[config.mk]
export PLATFORM = sky130hd
export DESIGN_NAME = spdif_rate_tracker
export DESIGN_NICKNAME = d
export VERILOG_FILES = /design/src/rtl/spdif_pkg.sv /design/src/rtl/spdif_runlen_meter.sv /design/src/rtl/spdif_rate_tracker.sv
export SDC_FILE = /design/constraint.sdc
export NUM_CORES = 1
export LEC_CHECK = 0
export ABC_AREA = 1
export CAP_MARGIN = 20
export CORE_ASPECT_RATIO = 1.25
export CORE_MARGIN = 4
export CORE_UTILIZATION = 50
export DETAILED_ROUTE_END_ITERATION = 7
export DONT_BUFFER_PORTS = 1
export GPL_ROUTABILITY_DRIVEN = 0
export PLACE_DENSITY = 0.68
export SLEW_MARGIN = 15
export SYNTH_ARGS = -nofsm -noshare
export SYNTH_HDL_FRONTEND = slang
export SYNTH_SLANG_ARGS = --single-unit
[constraint.sdc]
create_clock -name clk -period 1.7 [get_ports clk]
set_input_delay 0.34 -clock clk [delete_from_list [all_inputs] [get_ports clk]]
set_output_delay 0.34 -clock clk [all_outputs]
set_load 0.05 [all_outputs]
[src/rtl/spdif_pkg.sv]
// spdif_pkg: rate encoding, half-bit table and run-length class bounds shared by the S/PDIF rate tracker
package spdif_pkg;
  localparam int RUN_W = 6;
  localparam logic [RUN_W-1:0] RUN_MAX = '1;
  localparam logic [RUN_W-1:0] RUN_MIN = 6'd3;
  localparam logic [RUN_W-1:0] HI_192K = 6'd5;
  localparam logic [RUN_W-1:0] HI_96K = 6'd11;
  localparam logic [RUN_W-1:0] HI_48K = 6'd16;
  localparam logic [RUN_W-1:0] HI_44K = 6'd20;
  localparam logic [RUN_W-1:0] HI_32K = 6'd28;
  localparam logic [RUN_W-1:0] HB_32K = 6'd24;
  localparam logic [RUN_W-1:0] HB_44K = 6'd18;
  localparam logic [RUN_W-1:0] HB_48K = 6'd16;
  localparam logic [RUN_W-1:0] HB_96K = 6'd8;
  localparam logic [RUN_W-1:0] HB_192K = 6'd4;
  typedef enum logic [2:0] {R32K, R44K, R48K, R96K, R192K} rate_e;
  typedef enum logic [1:0] {MEASURE, CONFIRM, LOCKWAIT, TRACK} state_e;
  typedef struct packed {
    logic  match;
    rate_e rate;
  } class_t;
  function automatic class_t classify(input logic [RUN_W-1:0] run);
    class_t c;
    c.match = run >= RUN_MIN && run <= HI_32K;
    c.rate = run <= HI_192K ? R192K : run <= HI_96K ? R96K : run <= HI_48K ? R48K :
             run <= HI_44K ? R44K : R32K;
    return c;
  endfunction
  function automatic logic [RUN_W-1:0] halfbit(input rate_e r);
    return r == R32K ? HB_32K : r == R44K ? HB_44K : r == R48K ? HB_48K : r == R96K ? HB_96K : HB_192K;
  endfunction
endpackage

[src/rtl/spdif_runlen_meter.sv]
// spdif_runlen_meter: synchronises the line, measures edge-to-edge runs and reports the shortest valid run per window
module spdif_runlen_meter
  import spdif_pkg::*;
#(
  parameter int WINDOW_LOG2 = 12
) (
  input  logic             clk,
  input  logic             rst_n,
  input  logic             restart,
  input  logic             signal_i,
  output logic             win_done,
  output logic [RUN_W-1:0] min_run
);
  logic [2:0] sync;
  logic [1:0] arm;
  logic [RUN_W-1:0] run_cnt, win_min, next_min;
  logic [WINDOW_LOG2-1:0] win_cnt;
  logic tog, run_ok;
  assign tog = sync[2] ^ sync[1];
  // the run ending at the second edge after reset may start at a synchroniser artefact, so only later runs count
  assign run_ok = tog && arm[1] && run_cnt >= RUN_MIN && run_cnt < win_min;
  assign next_min = run_ok ? run_cnt : win_min;
  always_ff @(posedge clk or negedge rst_n) begin
    if (!rst_n) begin
      sync <= '0;
      arm <= '0;
      run_cnt <= '0;
      win_cnt <= '0;
      win_min <= RUN_MAX;
      win_done <= 1'b0;
      min_run <= RUN_MAX;
    end else begin
      sync <= {sync[1:0], signal_i};
      arm <= tog && !arm[1] ? arm + 1'b1 : arm;
      run_cnt <= tog ? RUN_W'(1) : run_cnt == RUN_MAX ? run_cnt : run_cnt + 1'b1;
      win_cnt <= restart ? '0 : win_cnt + 1'b1;
      win_done <= !restart && &win_cnt;
      win_min <= restart || &win_cnt ? RUN_MAX : next_min;
      min_run <= &win_cnt ? next_min : min_run;
    end
  end
endmodule

[src/rtl/spdif_rate_tracker.sv]
// spdif_rate_tracker: detects the S/PDIF sample rate from the line run lengths and configures/relocks the decoder
module spdif_rate_tracker
  import spdif_pkg::*;
#(
  parameter int WINDOW_LOG2 = 12,
  parameter int LOCK_TIMEOUT_LOG2 = 14,
  parameter int MAX_CLK_PER_HALFBIT_LOG2 = 5,
  parameter int NUM_RATE = 5
) (
  input  logic                                clk,
  input  logic                                rst_n,
  input  logic                                signal_i,
  input  logic                                locked_i,
  output logic [MAX_CLK_PER_HALFBIT_LOG2-1:0] clk_per_halfbit_o,
  output logic [NUM_RATE-1:0]                 rate_o,
  output logic                                relock_o,
  output logic                                valid_o
);
  localparam int CW = MAX_CLK_PER_HALFBIT_LOG2;
  state_e state;
  rate_e cls;
  class_t cur;
  logic [LOCK_TIMEOUT_LOG2-1:0] tmo_cnt;
  logic [RUN_W-1:0] min_run;
  logic win_done, to_measure;
  assign cur = classify(min_run);
  // every entry to MEASURE starts a fresh window in the meter
  assign to_measure = state == CONFIRM ? win_done && !cur.match :
                      state == LOCKWAIT ? !locked_i && &tmo_cnt :
                      state == TRACK ? !locked_i : 1'b0;
  spdif_runlen_meter #(.WINDOW_LOG2(WINDOW_LOG2)) u_meter (
    .clk(clk),
    .rst_n(rst_n),
    .restart(to_measure),
    .signal_i(signal_i),
    .win_done(win_done),
    .min_run(min_run)
  );
  always_ff @(posedge clk or negedge rst_n) begin
    if (!rst_n) begin
      state <= MEASURE;
      cls <= R32K;
      tmo_cnt <= '0;
      clk_per_halfbit_o <= CW'(halfbit(R192K));
      rate_o <= NUM_RATE'(1) << R192K;
      relock_o <= 1'b0;
      valid_o <= 1'b0;
    end else begin
      relock_o <= 1'b0;
      case (state)
        MEASURE: begin
          if (win_done && cur.match) begin
            cls <= cur.rate;
            state <= CONFIRM;
          end
        end
        CONFIRM: begin
          if (win_done && !cur.match) state <= MEASURE;
          else if (win_done && cur.rate == cls) begin
            clk_per_halfbit_o <= CW'(halfbit(cur.rate));
            rate_o <= NUM_RATE'(1) << cur.rate;
            relock_o <= 1'b1;
            tmo_cnt <= '0;
            state <= LOCKWAIT;
          end else if (win_done) cls <= cur.rate;
        end
        LOCKWAIT: begin
          if (locked_i) begin
            valid_o <= 1'b1;
            state <= TRACK;
          end else if (&tmo_cnt) state <= MEASURE;
          else tmo_cnt <= tmo_cnt + 1'b1;
        end
        TRACK: begin
          if (!locked_i) begin
            valid_o <= 1'b0;
            state <= MEASURE;
          end
        end
        default: state <= MEASURE;
      endcase
    end
  end
endmodule

==> flow_metrics.py <==
metrics = {
    "status": {
        "outcome": "complete, but fails checks",
        "violations": "hold timing, setup timing",
    },
    "sta": {
        "fmax_mhz": 536,
        "final-setup-viol-count": 39,
        "hold_viol_final": 65,
        "worst_pin_slew_ns": 0.520,
        "fin_crit_ns": 1.86,
        "fin_crit_sh": 1.10,
        "rsz0062_at_grt": "true",
        "fin_skew_ns": 0.0170,
        "finalMaxSlewViolations": 0,
        "whs_ns": -0.326,
        "max_slew_margin": 0.654,
        "timing.final.ws_setup_ns": -0.165,
    },
    "setup_path": {
        "start_kind": "flip-flop",
        "crit_type": "reg -> reg",
        "cpPeakStageDelay_ns": 0.40,
        "crit_top_cell": "nor2_4",
        "crit_fanout": 7,
        "cp-end-kind": "flip-flop",
        "worstPathRequired_ns": 1.94,
        "cp_slowest_cell": "dfrtp_1",
        "arrival_ns": 2.11,
        "path_cells": "ha_4 > nand3_4 > nor2_4 > nand3_4 > nor2_4 > nand2_4 > nor2_4 > nand2_2 > nand2_2 > inv_4 > buf_12 > nand3_1 > nand2_1",
    },
    "clock_tree": {
        "cts_buffers": 9,
        "cts_root_buf": "clkbuf_8",
        "clockBufferDepth": 2,
        "insertion_delay_ns": 0.35,
        "clkTransAtPathRegs_ns": 0.08,
        "cts_tree": "yes",
        "clock-sinks": 65,
        "htree_num_levels": 3,
    },
    "placement": {
        "dp_worst_setup_slack_ns": -0.0990,
        "hpwl_mm": 4.59,
        "port_buffers": 0,
    },
    "finish": {
        "nFillCells": 448,
        "layout-drive-gt1-share": 0.422,
        "regArea_sq_um": 1640,
        "nets": 495,
        "syn2layout_area_growth_pct": 38.3,
        "layout_commonest_cell": "nand2_1",
        "mostFrequentLayoutCells": "85 x nand2_1, 51 x dfrtp_1, 43 x buf_4",
        "multi_input_area_sq_um": 2080,
        "diodes": 0,
    },
    "logic_synthesis": {
        "yosysSeqAreaShare": 0.481,
        "synth_cell_types": 37,
        "synth-seq-cells": 65,
        "netlist_area_sq_um": 3410,
        "yosys_warnings": 0,
        "syn_avg_cell_area_sq_um": 8.02,
        "synth_edf_count": 0,
        "postSynthCellCount": 426,
        "ys.flop_type": "dfrtp_1",
        "async_flop_share": 1.00,
        "synth_nets": 438,
    },
    "drt": {
        "wl_per_cell_um": 14.6,
        "ant_nets": 0,
        "firstDrtPassIters": 4,
        "drc": 0,
        "via_count": 3054,
        "drtIter0Drc": 198,
        "finalWirelength_mm": 8.40,
        "vias_per_cell": 5.31,
    },
    "power": {
        "power.internal_w": 0.00380,
        "power_leakage_nw": 2.21,
        "switchingPower_w": 0.00228,
        "ir_drop_uv": 759,
        "switching_share": 0.375,
        "power_frac_comb": 0.401,
        "power-per-cell-area_nw_per_um2": 1290,
        "power_frac_seq": 0.348,
        "clockPowerShare": 0.251,
    },
    "die": {
        "fp-row-count": 33,
        "dieArea_sq_um": 8220,
        "initial_core_util": 0.517,
        "core_region_area_sq_um": 6610,
        "die_h_um": 100,
        "die_w_um": 81.9,
        "ioPinCount": 16,
    },
    "global_routing": {
        "busiest_layer": "met2",
        "grt_max_degree": 66,
        "grt_util_all_layers": 0.194,
        "grt_pass1_vias": 2942,
        "grt_pass1_wl_mm": 12.5,
        "grt_util_met2": 0.337,
        "met3_usage": 0.0512,
        "met1_usage": 0.220,
        "overflow": 0,
        "grt_antenna_before_repair": 0,
    },
    "flow_run": {
        "max_cap_violations": 0,
    },
    "worst_hold_path": {
        "hold_path.class": "in -> async",
    },
}
-- cells by family (layout without fill, tap and decap cells) --
group	count (synthesis)	in the layout	share of synthesized area
AND/OR/NAND/NOR	238	239	0.308
flip-flops	65	65	0.481
other	1	1	0.00110
XOR/XNOR	14	14	0.0359
buffers and inverters	52	113	0.0656
AO/OA/AOI/OAI	48	48	0.0792
adder cells (fa/ha/maj)	8	8	0.0293
-- path summary, 6_finish.rpt --
check | from | endpoint | slack, ns | cells past startpoint
max in group asynchronous | rst_n | u_meter.win_min[5]$_DFF_PN1_ | 1.82 | 0
hold / removal | rst_n | rate_o[1]$_DFFE_PN0P_ | -0.33 | 0
hold reg to reg | u_meter.sync[0]$_DFF_PN0_ | u_meter.sync[1]$_DFF_PN0_ | 0.35 | 0
setup / recovery | tmo_cnt[0]$_DFFE_PN0P_ | tmo_cnt[4]$_DFFE_PN0P_ | -0.16 | 13
min in group clk | signal_i | u_meter.sync[0]$_DFF_PN0_ | 0.03 | 0
setup reg to reg | tmo_cnt[0]$_DFFE_PN0P_ | tmo_cnt[4]$_DFFE_PN0P_ | -0.16 | 13
-- layout make-up --
type	count	share of cell area
Tap cell	87	0.0231
Inverter	42	0.0350
Timing Repair inverter	1	0.00132
Sequential cell	65	0.348
Timing Repair Buffer	54	0.104
Multi-Input combinational cell	310	0.440
Clock buffer	12	0.0329
Clock inverter	4	0.0159
-- routing by layer --
metal  up-vias  wire length (um)
met5         -                 0
met4         0               197
met3        25               356
met2        80              4470
met1      1467              3380
li1       1482                 -
-- worst max-delay path: cells and delay by family (launching register included) --
family / cells / cell delay [ns]
adders and majority gates: 1 / 0.16
and+or+nand+nor: 10 / 0.99
buffers and inverters: 2 / 0.22
DFF: 1 / 0.40
-- power groups by stage --
stage               clock, W  combinational, W  sequential (W)
floorplan                  0           0.00113         0.00206
global placement           0           0.00151         0.00208
detailed placement         0           0.00156         0.00209
CTS                  0.00154           0.00190         0.00209
global route         0.00163           0.00263         0.00215
finish               0.00153           0.00243         0.00212
-- cell usage after synthesis (2+ instances only) --
cell,instances,area (sq um)
dfrtp_1,52,1300
nor2_1,45,169
xnor2_1,3,26.3
nand3_2,5,50.1
nor2_2,6,37.5
inv_2,4,15.0
o21ai_1,4,20.0
nand4_1,4,25.0
inv_1,37,139
o21ai_2,3,26.3
or2_2,2,12.5
nand3_1,39,195
o21bai_1,2,15.0
buf_2,2,10.0
nand2_2,3,18.8
ha_1,8,100
dfstp_2,13,342
xor2_1,11,96.3
a21oi_1,16,80.1
buf_4,5,37.5
nor3_1,5,25.0
o21a_1,2,15.0
nand2_1,123,462
o21ai_0,18,90.1
clkbuf_1,2,7.51
-- sequential cells by signal (all words and copies together) (netlist names) --
name and count:
cls 3, u_meter.arm 2, state 2, clk_per_halfbit_o 4, valid_o 1, relock_o 1, rate_o 4, u_meter.win_min 6
u_meter.win_done 1, tmo_cnt 14, u_meter.run_cnt 6, u_meter.win_cnt 12, u_meter.sync 3, u_meter.min_run 6
-- stage by stage --
stage	instances	instance area [sq um]	total power (W)	util	TNS (ns)
finish	575	4720	0.00608	0.715	-3.17
global route	575	4720	0.00641	0.715	-8.02
CTS	564	4310	0.00553	0.653	-1.09
detailed placement	541	3780	0.00365	0.572	-2.06
global placement	541	3780	0.00359	0.572	-1.12
floorplan	426	3440	0.00320	-	-0.156
-- repair_timing --
| item | CTS | global route |
|---|---|---|
| gates resized for setup | 61 | 87 |
| endpoints found under the setup margin | 43 | 53 |
| gates cloned | 1 | 3 |
| setup buffers | 6 | 8 |
| hold endpoints to repair | 65 | 65 |
| pin swaps | 28 | 29 |
(Power assumes the default switching activity.)
